$ cat src/rtl/i2c_wb_regs_pkg.sv
// Shared constants and types for the I2C master Wishbone register file.
// Register indices, register bit positions, reset values and the command bundle.
package i2c_wb_regs_pkg;

   localparam int ADDR_W = 3;
   localparam int DATA_W = 8;

   localparam logic [ADDR_W-1:0] ADR_PRERLO  = 3'd0;
   localparam logic [ADDR_W-1:0] ADR_PRERHI  = 3'd1;
   localparam logic [ADDR_W-1:0] ADR_CTR     = 3'd2;
   localparam logic [ADDR_W-1:0] ADR_TXR_RXR = 3'd3;
   localparam logic [ADDR_W-1:0] ADR_CR_SR   = 3'd4;

   localparam int CTR_EN  = 7;
   localparam int CTR_IEN = 6;

   localparam int CR_STA  = 7;
   localparam int CR_STO  = 6;
   localparam int CR_RD   = 5;
   localparam int CR_WR   = 4;
   localparam int CR_ACK  = 3;
   localparam int CR_IACK = 0;

   localparam int SR_RXACK = 7;
   localparam int SR_BUSY  = 6;
   localparam int SR_AL    = 5;
   localparam int SR_TIP   = 1;
   localparam int SR_IF    = 0;

   localparam logic [DATA_W-1:0] PRER_RST = 8'hFF;
   localparam logic [DATA_W-1:0] TXR_RST  = 8'h00;

   typedef struct packed {
      logic sta;
      logic sto;
      logic rd;
      logic wr;
      logic ack;
   } i2c_cmd_t;

endpackage

$ cat src/rtl/i2c_wb_regs_if.sv
// Wishbone classic 8-bit slave bus bundle for the I2C register file.
// wb_err_o exists only when I2C_WB_ERR_EN is defined.
interface i2c_wb_regs_if;
   import i2c_wb_regs_pkg::*;

   logic [ADDR_W-1:0] wb_adr_i;
   logic [DATA_W-1:0] wb_dat_i;
   logic [DATA_W-1:0] wb_dat_o;
   logic              wb_we_i;
   logic              wb_stb_i;
   logic              wb_cyc_i;
   logic              wb_ack_o;
`ifdef I2C_WB_ERR_EN
   logic              wb_err_o;
`endif

   modport master (
      output wb_adr_i, wb_dat_i, wb_we_i, wb_stb_i, wb_cyc_i,
`ifdef I2C_WB_ERR_EN
      input  wb_err_o,
`endif
      input  wb_dat_o, wb_ack_o
   );

   modport slave (
      input  wb_adr_i, wb_dat_i, wb_we_i, wb_stb_i, wb_cyc_i,
`ifdef I2C_WB_ERR_EN
      output wb_err_o,
`endif
      output wb_dat_o, wb_ack_o
   );

endinterface

$ cat src/rtl/i2c_wb_cmd_stat.sv
// Command register bits, IACK pulse and the IF/AL status flags.
// A done/al event always wins over a same-cycle write or acknowledge.
module i2c_wb_cmd_stat
   import i2c_wb_regs_pkg::*;
(
   input  logic     clk,
   input  logic     rst_n,
   input  logic     cr_we,
   input  i2c_cmd_t cr_cmd,
   input  logic     cr_iack,
   input  logic     done_i,
   input  logic     al_i,
   output i2c_cmd_t cmd,
   output logic     if_flag,
   output logic     al_flag
);

   logic iack;
   logic cmd_clr;

   assign cmd_clr = done_i | al_i;

   // Start/stop/read/write are held until the byte controller finishes or loses arbitration.
   always_ff @(posedge clk) begin
      if (!rst_n) begin
         cmd     <= '0;
         iack    <= 1'b0;
         if_flag <= 1'b0;
         al_flag <= 1'b0;
      end else begin
         if (cmd_clr) begin
            cmd.sta <= 1'b0;
            cmd.sto <= 1'b0;
            cmd.rd  <= 1'b0;
            cmd.wr  <= 1'b0;
         end else if (cr_we) begin
            cmd.sta <= cr_cmd.sta;
            cmd.sto <= cr_cmd.sto;
            cmd.rd  <= cr_cmd.rd;
            cmd.wr  <= cr_cmd.wr;
         end

         if (cr_we)
            cmd.ack <= cr_cmd.ack;

         iack <= cr_we & cr_iack;

         if (cmd_clr)
            if_flag <= 1'b1;
         else if (iack)
            if_flag <= 1'b0;

         if (al_i)
            al_flag <= 1'b1;
         else if (cr_we & cr_cmd.sta)
            al_flag <= 1'b0;
      end
   end

endmodule

$ cat src/rtl/i2c_wb_regs.sv
// Wishbone slave register file for the I2C master core (PRER, CTR, TXR/RXR, CR/SR).
// Define I2C_WB_ERR_EN to answer illegal accesses with wb_err_o instead of wb_ack_o.
module i2c_wb_regs
   import i2c_wb_regs_pkg::*;
(
   input  logic                wb_clk_i,
   input  logic                wb_rst_n_i,
   i2c_wb_regs_if.slave        wb,
   output logic                wb_inta_o,
   output logic [15:0]         prescale_o,
   output logic                core_en_o,
   output logic                ien_o,
   output logic [DATA_W-1:0]   txr_o,
   output logic                cmd_sta_o,
   output logic                cmd_sto_o,
   output logic                cmd_rd_o,
   output logic                cmd_wr_o,
   output logic                cmd_ack_o,
   input  logic [DATA_W-1:0]   rxr_i,
   input  logic                done_i,
   input  logic                al_i,
   input  logic                irxack_i,
   input  logic                busy_i,
   input  logic                tip_i
);

   logic [DATA_W-1:0] prer_lo;
   logic [DATA_W-1:0] prer_hi;
   logic [DATA_W-1:0] txr;
   logic [DATA_W-1:0] rd_mux;
   logic [DATA_W-1:0] dat_q;
   logic              ctr_en;
   logic              ctr_ien;
   logic              ack_q;
   logic              req;
   logic              resp;
   logic              bad_access;
   logic              wr_commit;
   logic              cr_we;
   logic              if_flag;
   logic              al_flag;
   logic              inta_q;
   i2c_cmd_t          cmd;
   i2c_cmd_t          cr_wr_cmd;

   assign req = wb.wb_cyc_i & wb.wb_stb_i;

`ifdef I2C_WB_ERR_EN
   logic err_q;

   // Undecoded addresses and writes the current EN state would discard are flagged as errors.
   always_comb begin
      bad_access = 1'b0;
      case (wb.wb_adr_i)
         ADR_PRERLO, ADR_PRERHI: bad_access = wb.wb_we_i & ctr_en;
         ADR_CTR, ADR_TXR_RXR:   bad_access = 1'b0;
         ADR_CR_SR:              bad_access = wb.wb_we_i & ~ctr_en;
         default:                bad_access = 1'b1;
      endcase
   end

   always_ff @(posedge wb_clk_i) begin
      if (!wb_rst_n_i)
         err_q <= 1'b0;
      else
         err_q <= req & ~resp & bad_access;
   end

   assign resp        = ack_q | err_q;
   assign wb.wb_err_o = err_q;
`else
   assign bad_access = 1'b0;
   assign resp       = ack_q;
`endif

   // Terminations are single-cycle pulses; the read word is captured with the request.
   always_ff @(posedge wb_clk_i) begin
      if (!wb_rst_n_i) begin
         ack_q  <= 1'b0;
         dat_q  <= '0;
         inta_q <= 1'b0;
      end else begin
         ack_q  <= req & ~resp & ~bad_access;
         inta_q <= if_flag & ctr_ien;
         if (req & ~resp)
            dat_q <= rd_mux;
      end
   end

   assign wr_commit = req & wb.wb_we_i & ack_q;
   assign cr_we     = wr_commit & (wb.wb_adr_i == ADR_CR_SR) & ctr_en;

   always_ff @(posedge wb_clk_i) begin
      if (!wb_rst_n_i) begin
         prer_lo <= PRER_RST;
         prer_hi <= PRER_RST;
         ctr_en  <= 1'b0;
         ctr_ien <= 1'b0;
         txr     <= TXR_RST;
      end else if (wr_commit) begin
         case (wb.wb_adr_i)
            ADR_PRERLO:  if (!ctr_en) prer_lo <= wb.wb_dat_i;
            ADR_PRERHI:  if (!ctr_en) prer_hi <= wb.wb_dat_i;
            ADR_CTR: begin
               ctr_en  <= wb.wb_dat_i[CTR_EN];
               ctr_ien <= wb.wb_dat_i[CTR_IEN];
            end
            ADR_TXR_RXR: txr <= wb.wb_dat_i;
            default: ;
         endcase
      end
   end

   always_comb begin
      rd_mux = '0;
      case (wb.wb_adr_i)
         ADR_PRERLO:  rd_mux = prer_lo;
         ADR_PRERHI:  rd_mux = prer_hi;
         ADR_CTR: begin
            rd_mux[CTR_EN]  = ctr_en;
            rd_mux[CTR_IEN] = ctr_ien;
         end
         ADR_TXR_RXR: rd_mux = rxr_i;
         ADR_CR_SR: begin
            rd_mux[SR_RXACK] = irxack_i;
            rd_mux[SR_BUSY]  = busy_i;
            rd_mux[SR_AL]    = al_flag;
            rd_mux[SR_TIP]   = tip_i;
            rd_mux[SR_IF]    = if_flag;
         end
         default: rd_mux = '0;
      endcase
   end

   assign cr_wr_cmd = '{sta: wb.wb_dat_i[CR_STA], sto: wb.wb_dat_i[CR_STO],
                        rd:  wb.wb_dat_i[CR_RD],  wr:  wb.wb_dat_i[CR_WR],
                        ack: wb.wb_dat_i[CR_ACK]};

   i2c_wb_cmd_stat u_cmd_stat (
      .clk     (wb_clk_i),
      .rst_n   (wb_rst_n_i),
      .cr_we   (cr_we),
      .cr_cmd  (cr_wr_cmd),
      .cr_iack (wb.wb_dat_i[CR_IACK]),
      .done_i  (done_i),
      .al_i    (al_i),
      .cmd     (cmd),
      .if_flag (if_flag),
      .al_flag (al_flag)
   );

   assign wb.wb_ack_o = ack_q;
   assign wb.wb_dat_o = dat_q;
   assign wb_inta_o   = inta_q;
   assign prescale_o  = {prer_hi, prer_lo};
   assign core_en_o   = ctr_en;
   assign ien_o       = ctr_ien;
   assign txr_o       = txr;
   assign cmd_sta_o   = cmd.sta;
   assign cmd_sto_o   = cmd.sto;
   assign cmd_rd_o    = cmd.rd;
   assign cmd_wr_o    = cmd.wr;
   assign cmd_ack_o   = cmd.ack;

endmodule

$ cat src/flat_wrapper.sv
// flat-port wrapper written by rule: the top's interface ports become plain ports
module i2c_wb_regs_flat import i2c_wb_regs_pkg::*;
  (wb_clk_i, wb_rst_n_i, wb_inta_o, prescale_o, core_en_o, ien_o, txr_o, cmd_sta_o, cmd_sto_o, cmd_rd_o, cmd_wr_o, cmd_ack_o, rxr_i, done_i, al_i, irxack_i, busy_i, tip_i, wb_wb_adr_i, wb_wb_dat_i, wb_wb_we_i, wb_wb_stb_i, wb_wb_cyc_i, wb_wb_dat_o, wb_wb_ack_o);
  i2c_wb_regs_if wb_i ();
  input  logic wb_clk_i;
  input  logic wb_rst_n_i;
  output logic wb_inta_o;
  output logic [15:0] prescale_o;
  output logic core_en_o;
  output logic ien_o;
  output logic [DATA_W-1:0] txr_o;
  output logic cmd_sta_o;
  output logic cmd_sto_o;
  output logic cmd_rd_o;
  output logic cmd_wr_o;
  output logic cmd_ack_o;
  input  logic [DATA_W-1:0] rxr_i;
  input  logic done_i;
  input  logic al_i;
  input  logic irxack_i;
  input  logic busy_i;
  input  logic tip_i;
  input wire logic [$bits(wb_i.wb_adr_i)-1:0] wb_wb_adr_i;
  input wire logic [$bits(wb_i.wb_dat_i)-1:0] wb_wb_dat_i;
  input wire logic [$bits(wb_i.wb_we_i)-1:0] wb_wb_we_i;
  input wire logic [$bits(wb_i.wb_stb_i)-1:0] wb_wb_stb_i;
  input wire logic [$bits(wb_i.wb_cyc_i)-1:0] wb_wb_cyc_i;
  output wire logic [$bits(wb_i.wb_dat_o)-1:0] wb_wb_dat_o;
  output wire logic [$bits(wb_i.wb_ack_o)-1:0] wb_wb_ack_o;
  assign wb_i.wb_adr_i = wb_wb_adr_i;
  assign wb_i.wb_dat_i = wb_wb_dat_i;
  assign wb_i.wb_we_i = wb_wb_we_i;
  assign wb_i.wb_stb_i = wb_wb_stb_i;
  assign wb_i.wb_cyc_i = wb_wb_cyc_i;
  assign wb_wb_dat_o = wb_i.wb_dat_o;
  assign wb_wb_ack_o = wb_i.wb_ack_o;
  i2c_wb_regs u_core (.wb_clk_i(wb_clk_i), .wb_rst_n_i(wb_rst_n_i), .wb(wb_i), .wb_inta_o(wb_inta_o), .prescale_o(prescale_o), .core_en_o(core_en_o), .ien_o(ien_o), .txr_o(txr_o), .cmd_sta_o(cmd_sta_o), .cmd_sto_o(cmd_sto_o), .cmd_rd_o(cmd_rd_o), .cmd_wr_o(cmd_wr_o), .cmd_ack_o(cmd_ack_o), .rxr_i(rxr_i), .done_i(done_i), .al_i(al_i), .irxack_i(irxack_i), .busy_i(busy_i), .tip_i(tip_i));
endmodule
$ cat config.mk
export PLATFORM = sky130hd
export DESIGN_NAME = i2c_wb_regs_flat
export DESIGN_NICKNAME = d
export VERILOG_FILES = /design/src/rtl/i2c_wb_regs_pkg.sv /design/src/rtl/i2c_wb_regs_if.sv /design/src/rtl/i2c_wb_cmd_stat.sv /design/src/rtl/i2c_wb_regs.sv /design/src/flat_wrapper.sv
export SDC_FILE = /design/constraint.sdc
export NUM_CORES = 1
export LEC_CHECK = 0
export CELL_PAD_IN_SITES_DETAIL_PLACEMENT = 0
export CELL_PAD_IN_SITES_GLOBAL_PLACEMENT = 1
export CORE_MARGIN = 3
export CORE_UTILIZATION = 30
export DETAILED_ROUTE_END_ITERATION = 7
export PLACE_DENSITY_LB_ADDON = 0.08
export SLEW_MARGIN = 25
export SYNTH_ARGS = -nofsm -noshare
export SYNTH_HDL_FRONTEND = slang
export SYNTH_HIERARCHICAL = 1
export SYNTH_SLANG_ARGS = --single-unit
$ cat constraint.sdc
create_clock -name wb_clk_i -period 2.15 [get_ports wb_clk_i]
set_clock_uncertainty 0.1 [all_clocks]
set_input_delay 0.43 -clock wb_clk_i [delete_from_list [all_inputs] [get_ports wb_clk_i]]
set_output_delay 0.43 -clock wb_clk_i [all_outputs]
set_load 0.05 [all_outputs]
Yosys cells after proc, flatten, opt, wreduce, memory -nomap -nowiden
Cells that the tools add are included.

storage, ports and cells
  bits in registers = 44
  input bits = 29
  output and inout port bits = 41
  logic and storage cells = 49

cells by class
  equal/unequal tests = 4
  mux-type cells = 8
  bitwise gates (word level) = 13
  reductions and logical operators = 8

operators by type and width
  kind                  number
  $pmux W2 S5           1
  $and A1 B1 Y1         9
  $pmux W3 S3           1
  $pmux W2 S4           1
  $eq A3 B2 Y1 const B  2
  $reduce_and A3 Y1     2
  $mux W1               4
  $pmux W1 S4           1
  $reduce_and A2 Y1     2
  $reduce_bool A2 Y1    2
  $eq A3 B1 Y1 const B  1
  $eq A3 B3 Y1 const B  1
  $logic_not A3 Y1      1
  $not A1 Y1            3
  $reduce_or A2 Y1      1
  $or A1 B1 Y1          1

Logic depth before layout (Yosys ltp)
Gate-level depths: netlist (run 1).

  depth after elaboration = 8
  gate-level depth with buffers = 7
  gate-level depth less buffers = 4

Cells and area by module
The synthesis (run 1) kept the hierarchy.

modules (own cells, without submodules)
  module           times used  cells an instance  area an instance (µm²)  sequential area each (µm²)
  i2c_wb_regs      1           181                1781.7                  720.7
  i2c_wb_cmd_stat  1           25                 286.5                   160.2

Worst setup path before layout (run 1)
No wires, ideal clock.

  path kind = flip-flop to flip-flop
  from = register u_core.ack_q, in the netlist u_core/wb.wb_ack_o
  to = register u_core.u_cmd_stat.al_flag
  setup time = 0.115 ns
  data arrival time = 1.722 ns
  required time = 1.935 ns
  path slack = 0.213 ns
  cell stages (with the launch flop) = 7
  buffers on the path = 2
  clock period less this slack = 1.937 ns
  cells stage by stage = dfxtp_1 -> nand4_1 -> clkbuf_1 -> nor4_1 -> buf_2 -> a21boi_0 -> o21a_1

between the ends
  cells in the longest elaborated chain, start to end = 5

RTL lines
  what                          line                   text
  from (decl)                   i2c_wb_regs.sv:34      logic ack_q;
  from (signal assigned)        i2c_wb_regs.sv:83      ack_q <= req & ~resp & ~bad_access;
  $and A1 B1 Y1                 i2c_wb_regs.sv:90      assign wr_commit = req & wb.wb_we_i & ack_q;
  $and A1 B1 Y1 (2 in a row)    i2c_wb_regs.sv:91      assign cr_we = wr_commit & (wb.wb_adr_i == ADR_CR_SR) & ctr_en;
  via u_core.cr_we              i2c_wb_regs.sv:39      logic cr_we;
  $and A1 B1 Y1                 i2c_wb_cmd_stat.sv:55  else if (cr_we & cr_cmd.sta)
  $reduce_bool A2 Y1 (no line)  -
  to (signal assigned)          i2c_wb_cmd_stat.sv:29  al_flag <= 1'b0;
  to (signal assigned)          i2c_wb_cmd_stat.sv:54  al_flag <= 1'b1;
  to (signal assigned)          i2c_wb_cmd_stat.sv:56  al_flag <= 1'b0;
  to (decl)                     i2c_wb_cmd_stat.sv:15  output logic al_flag

The timed path passes the listed nets, and every way through them passes these cells.
A chain may end at the register's enable or synchronous reset.

Worst setup path after layout (run 1)
  from = register u_core.prer_hi[6]
  to = output port prescale_o[14]

RTL lines
  what                    line                text
  from (decl)             i2c_wb_regs.sv:28   logic [DATA_W-1:0] prer_hi;
  from (signal assigned)  i2c_wb_regs.sv:103  ADR_PRERHI: if (!ctr_en) prer_hi <= wb.wb_dat_i;
  to (decl)               flat_wrapper.sv:8   output logic [15:0] prescale_o;

No word-level cell between the ends.

==> impl_metrics.json, run 1 <==
{
  "pwr-share-seq_pct": 52.4,
  "critical_path_class": "reg2out",
  "timing.final.crit_share_pct": 95.2,
  "cp_num_buf_inv": 1,
  "power.leakage_uw": 0.00111,
  "post_synth_xor_area_fraction_pct": 0,
  "wirelength_microns": 6000,
  "drt_pre_antenna_iters": 4,
  "worst_skew_pair_later_pin_latency_ns": 0.29,
  "routed-via-count": 1793,
  "fin_ws_ns": 0.103,
  "first_iter_violations": 48,
  "nets_finish": 311,
  "post-synth-top-area-fraction_pct": 42.6,
  "post_drt_wl_per_cell_microns": 16.7,
  "synth-simple-area-share_pct": 18.1,
  "slew_headroom_pct": 65.5,
  "synth_top_cells_by_area": "sky130_fd_sc_hd__dfxtp_1 (43%), sky130_fd_sc_hd__mux2i_1 (14%), sky130_fd_sc_hd__nor2_1 (5.3%)",
  "synth-warning-count": 6,
  "filler_cell_count": 655,
  "synth.net_count": 235,
  "post-synth-top-area-cell": "sky130_fd_sc_hd__dfxtp_1",
  "worst_ep_required_time_ns": 1.62,
  "netlist_area_sq_um": 2070,
  "area_growth_pct": 43.1,
  "cp_cell_sequence": "clkdlybuf4s50_1",
  "cts_made_buffers": 5,
  "area_of_the_multi_input_gates_sq_um": 1030,
  "die_width_microns": 89.0,
  "cts_setup_buffers": 0,
  "worstSetupStartpointType": "flip-flop",
  "slew_viol_final": 0,
  "seq_area_frac_synth_pct": 42.6,
  "rows": 29,
  "internal-power_uw": 1190,
  "htreeDepth": 2,
  "dominant_combinational_cell_family_by_area_after_synthesis": "simple AND/OR/NAND/NOR gates",
  "timing.critical_path.slowest_cell_delay_ns": 0.83,
  "seq_area_sq_um": 881,
  "globalRouteTotalUtil_pct": 15.5,
  "antenna_violating_nets_post_route": 0,
  "status": "completed",
  "cp-end-kind": "primary output",
  "synth_mux_area_share_pct": 17.4,
  "pin_count_of_the_biggest_net_entering_global_routing": 23,
  "port_buffers": 69,
  "most_common_library_cell_in_the_layout_ignoring_fill_and_taps": "sky130_fd_sc_hd__clkdlybuf4s50_1",
  "detailedPlacementHpwl_microns": 4560,
  "detailedPlace.worstSlack_ns": 0.0254,
  "num_antenna_cells": 0,
  "cp_top_family": "buffers and inverters",
  "hold-worst-slack_ns": 0.384,
  "clock_power_share_pct": 34.3,
  "cap_violations": 0,
  "layoutNonFillerInstCount": 360,
  "drc": 0,
  "worst-path-max-fanout": 3,
  "share_comb_of_total_power_pct": 13.3,
  "totalNegativeSetupSlack_ns": 0,
  "hold_violations": 0,
  "maximum_buffer_depth_of_the_clock_tree": 2,
  "cts_resized": 0,
  "finish.instance_area_sq_um": 2960,
  "globalRoute.totalOverflow": 0,
  "hold_class": "reg2reg",
  "yosysUniqueCellTypes": 43,
  "pwr_density_cell_nw_per_um2": 534,
  "postSynthAreaPerCell_sq_um": 10.0,
  "grt_pass1_wl_microns": 9200,
  "fmax_ghz": 0.488,
  "clkSinkCount": 44,
  "synth_compound_area_share_pct": 14.5,
  "ctsRootBufferMaster": "sky130_fd_sc_hd__clkbuf_8",
  "via_per_inst": 4.98,
  "setup_viol": 0,
  "height_of_the_chip_microns": 89.0,
  "via_count_of_the_first_global_routing_pass": 1728,
  "layout-drive-gt1-share_pct": 14.8,
  "cts_hold_buf": 0,
  "cts_tree": "yes",
  "unrepaired_setup_endpoints_after_global_routing": "false",
  "numPlacedInstances": 352,
  "core_sq_um": 6530,
  "timing.critical_path.slowest_stage_cell": "sky130_fd_sc_hd__clkdlybuf4s50_1",
  "synthCells": 206,
  "worst_ir_drop_vdd_v": 0.000295,
  "power_switching_uw": 393,
  "io_pins": 70,
  "cts.clk_slew.worst_paths_ns": 0.08,
  "tightestPinTransition_ns": 0.516,
  "gpl.final_weighted_congestion": 0.749,
  "most-common-layout-cells": "sky130_fd_sc_hd__clkdlybuf4s50_1 (68), sky130_fd_sc_hd__dfxtp_1 (44), sky130_fd_sc_hd__nor2_1 (29), sky130_fd_sc_hd__mux2i_1 (28), sky130_fd_sc_hd__buf_4 (15)",
  "crit_arrival_ns": 1.52,
  "synth_fa_ha_area_share_pct": 0,
  "antenna_violations_before_repair": 0,
  "dieArea_sq_um": 7930,
  "initial_core_util_pct": 31.7,
  "finalCriticalPeriod_ns": 2.05,
  "switching_share_pct": 24.9,
  "ys_seq_elements": 44,
  "dpl_cell_area_sq_um": 2870
}
==> cells by family (layout without fill, tap and decap cells) <==
family	count (synthesis)	after routing
mux	35	35
simple gates	67	67
compound gates	42	42
buf+inv	18	95
flops	44	44
==> worst register-to-register path, cell delays in order (launching register included) <==
cell and delay, ns:
sky130_fd_sc_hd__dfxtp_1 0.49, sky130_fd_sc_hd__nand2_1 0.11, sky130_fd_sc_hd__nor4_1 0.24, sky130_fd_sc_hd__buf_4 0.19, sky130_fd_sc_hd__buf_12 0.11, sky130_fd_sc_hd__mux2i_1 0.18
sky130_fd_sc_hd__nor2_1 0.05
==> layer usage <==
layer,global-route usage (%),part of all wire [%]
met5,0,0
met1,22.4,50
met3,3.50,5.8
met2,23.5,44
met4,3.65,0.23
==> final cells by class <==
cell class / instances / area share, %
sequential: 44 / 29.8
clock inverter: 1 / 0.254
clock buffer: 7 / 2.92
inverter: 1 / 0.127
tap: 77 / 3.25
timing repair buffer: 86 / 28.8
multi-input combinational: 144 / 34.9
==> synth_stat cells, drive strengths merged <==
library cell,instances
nand3b,2
nor3b,1
o21a,1
and4,1
o31a,1
nand3,11
a32o,3
clkbuf,2
nor3,1
nand2,8
nand4b,1
o21ai,12
mux2,7
nor4b,1
and3b,1
nand4,1
nor2,31
a22oi,2
and3,2
buf,14
a21oi,8
a32oi,8
nor2b,3
mux2i,28
nor4,1
or3b,1
dfxtp,44
a211oi,2
a21boi,1
and2b,1
dlymetal6s2s,1
o21bai,1
inv,1
a221oi,3
==> worst paths after layout <==
| kind | slack [ns] | from | endpoint | cells after the start |
|---|---|---|---|---|
| min | 0.38 | u_core/txr_o[7] | u_core/txr_o[7] | 2 |
| min reg2reg | 0.38 | u_core/txr_o[7] | u_core/txr_o[7] | 2 |
| max reg2reg | 0.58 | u_core/core_en_o | u_core/u_cmd_stat/cmd[4] | 6 |
| max | 0.10 | u_core/prer_hi[6] | prescale_o[14] | 1 |
==> through the flow <==
stage | total power (uW) | utilization, %
after CTS | 1610 | 45.3
after global routing | 1660 | 45.3
final | 1580 | 45.3
after global placement | 1060 | 43.9
after detailed placement | 1060 | 43.9
after floorplan | 956 | -
==> registers in the layout, summed over array words and instances (netlist names) <==
signal and cells:
u_core/core_en_o 1, u_core/u_cmd_stat/if_flag 1, u_core/wb_inta_o 1, u_core/u_cmd_stat/iack 1, u_core/u_cmd_stat/cmd 5, u_core/wb.wb_ack_o 1, u_core/prer_hi 8, u_core/prer_lo 8
u_core/wb.wb_dat_o 8, u_core/ien_o 1, u_core/txr_o 8, u_core/u_cmd_stat/al_flag 1
==> power by group through the flow <==
| stage | clock, uW | combinational [uW] | sequential, uW |
|---|---|---|---|
| floorplan | 0 | 93.5 | 863 |
| global placement | 0 | 213 | 847 |
| detailed placement | 0 | 212 | 847 |
| CTS | 568 | 213 | 828 |
| global route | 606 | 227 | 829 |
| finish | 542 | 211 | 828 |
Note: power is estimated with default switching activity, not from simulation.
==> inputs of run 2 (changes only) <==
==> constraint.sdc (replaced) <==
create_clock -name wb_clk_i -period 2.1 [get_ports wb_clk_i]
set_clock_uncertainty 0.1 [all_clocks]
set_input_delay 0.42 -clock wb_clk_i [delete_from_list [all_inputs] [get_ports wb_clk_i]]
set_output_delay 0.42 -clock wb_clk_i [all_outputs]
set_load 0.05 [all_outputs]
==> run 2 against run 1 <==
Compared with the run above:
- total power grew 4.0%
- highest routed layer unchanged
- first-iteration DRC count grew 35%
- critical path depth is the same
- worst setup slack lost 0.040 ns
- worst hold slack lost 0.0024 ns
- largest power group unchanged
- routed wire length grew 1.2%
- register-to-register slack lost 0.10 ns
- final cell count grew 0.83%
==> impl_metrics.json, run 2 (synthesized netlist as in run 1, its figures left out) <==
{
  "globalRoute.totalOverflow": 0,
  "cts_hold_buf": 0,
  "area_growth_pct": 43.6,
  "worstSetupStartpointType": "flip-flop",
  "worst_r2r_path_cells": 6,
  "detailedPlace.worstSlack_ns": -0.0270,
  "drc": 0,
  "most_common_library_cell_in_the_layout_ignoring_fill_and_taps": "sky130_fd_sc_hd__clkdlybuf4s50_1",
  "worst_min_delay_path_endpoint": "u_core/txr_o[3]",
  "seq_area_sq_um": 881,
  "htreeDepth": 2,
  "ctsRootBufferMaster": "sky130_fd_sc_hd__clkbuf_8",
  "cts.clk_slew.worst_paths_ns": 0.08,
  "critical_path_class": "reg2out",
  "slew_viol_final": 0,
  "post_drt_wl_per_cell_microns": 16.7,
  "fin_ws_ns": 0.0627,
  "finalCriticalPeriod_ns": 2.04,
  "port_buffers": 69,
  "area_of_the_multi_input_gates_sq_um": 1030,
  "cts_made_buffers": 5,
  "maximum_buffer_depth_of_the_clock_tree": 2,
  "cts_setup_buffers": 0,
  "worst_skew_pair_later_pin_latency_ns": 0.29,
  "hold_class": "reg2reg",
  "layout-drive-gt1-share_pct": 17.5,
  "unrepaired_setup_endpoints_after_global_routing": "false",
  "status": "completed",
  "tightestPinTransition_ns": 0.518,
  "worst_ir_drop_vdd_v": 0.000239,
  "holdCritStartpoint": "u_core/txr_o[3]",
  "cp_num_buf_inv": 1,
  "cts_resized": 0,
  "routed-via-count": 1821,
  "pin_count_of_the_biggest_net_entering_global_routing": 22,
  "cp-end-kind": "primary output",
  "most-common-layout-cells": "sky130_fd_sc_hd__clkdlybuf4s50_1 (64), sky130_fd_sc_hd__dfxtp_1 (44), sky130_fd_sc_hd__nor2_1 (29), sky130_fd_sc_hd__mux2i_1 (28), sky130_fd_sc_hd__buf_4 (24)",
  "cp_cell_sequence": "clkdlybuf4s50_1",
  "worst_r2r_startpoint": "u_core/wb.wb_ack_o",
  "timing.critical_path.slowest_stage_cell": "sky130_fd_sc_hd__clkdlybuf4s50_1",
  "rows": 29,
  "grt_pass1_wl_microns": 9580,
  "first_iter_violations": 65,
  "antenna_violations_before_repair": 0,
  "crit_arrival_ns": 1.52,
  "power.leakage_uw": 0.00113,
  "die_width_microns": 89.0,
  "cap_violations": 0,
  "worst_ep_required_time_ns": 1.58,
  "hold-worst-slack_ns": 0.382,
  "clkSinkCount": 44,
  "dieArea_sq_um": 7930,
  "via_count_of_the_first_global_routing_pass": 1806,
  "detailedPlacementHpwl_microns": 4540,
  "drt_pre_antenna_iters": 4,
  "cts_tree": "yes",
  "timing.critical_path.slowest_cell_delay_ns": 0.83,
  "regToRegEndpoint": "u_core/u_cmd_stat/cmd[1]",
  "nets_finish": 315,
  "cp_top_family": "buffers and inverters",
  "worst-path-max-fanout": 3,
  "globalRouteTotalUtil_pct": 16.0,
  "io_pins": 70,
  "num_antenna_cells": 0,
  "setup_viol": 0,
  "core_sq_um": 6530,
  "slew_headroom_pct": 65.3,
  "timing.final.crit_share_pct": 97.0,
  "hold_violations": 0,
  "fmax_ghz": 0.491,
  "pwr_density_cell_nw_per_um2": 553,
  "wirelength_microns": 6070,
  "gpl.final_weighted_congestion": 0.764,
  "holdPathStages": 2,
  "height_of_the_chip_microns": 89.0,
  "final_util_pct": 45.5,
  "initial_core_util_pct": 31.7,
  "filler_cell_count": 660,
  "antenna_violating_nets_post_route": 0,
  "timing.reg2reg.setup_slack_ns": 0.48,
  "via_per_inst": 5.02
}
## run 2: cell types whose count changed in the layout (fill, tap and decap cells not counted), sizes merged
cell	delta
clkinvlp	-1
clkdlybuf4s50	-4
buf	+8
## run 2: layer usage
layer  up-vias  track usage [%]  part of all wire, %
li1        911                -                    -
met1       853             22.8                   50
met2        53             24.0                   43
met3         4             4.15                  5.9
met4         0             4.47                 0.59
met5         -                0                    0
## run 2: cell type report
class                           count  area share [%]
Inverter                            1           0.126
Clock buffer                        7            3.24
Tap cell                           77            3.24
Sequential cell                    44            29.7
Multi-Input combinational cell    144            34.8
Timing Repair Buffer               90            29.0
## run 2: report_power, final
part	switching (uW)	total, uW	leakage, uW	internal [uW]
logic	111	219	0.000722	108
registers	5.80	847	0.000356	841
clock network	283	577	0.0000503	293
total	400	1640	0.00113	1240
## run 2: how the worst max path moves through the flow
| stage | start | to | slack (ns) | depth (start not counted) |
|---|---|---|---|---|
| after CTS | u_core/prer_hi[0] | prescale_o[8] | 0.06 | 1 |
| after global placement | wb_wb_cyc_i | u_core/u_cmd_stat/cmd[0] | -0.01 | 7 |
| after global routing | u_core/ien_o | ien_o | 0.01 | 1 |
| after floorplan | u_core/wb.wb_ack_o | u_core/u_cmd_stat/al_flag | 0.16 | 6 |
| final | u_core/prer_hi[0] | prescale_o[8] | 0.06 | 1 |
| after detailed placement | wb_wb_cyc_i | u_core/u_cmd_stat/cmd[4] | -0.03 | 7 |
## run 2: metrics by stage
step | power, uW | cell area (sq um) | instances | TNS (ns)
global route | 1720 | 2970 | 363 | 0
global placement | 1090 | 2870 | 356 | -0.0414
floorplan | 979 | 2070 | 206 | 0
finish | 1640 | 2970 | 363 | 0
CTS | 1670 | 2970 | 363 | 0
detailed placement | 1090 | 2870 | 356 | -0.0910
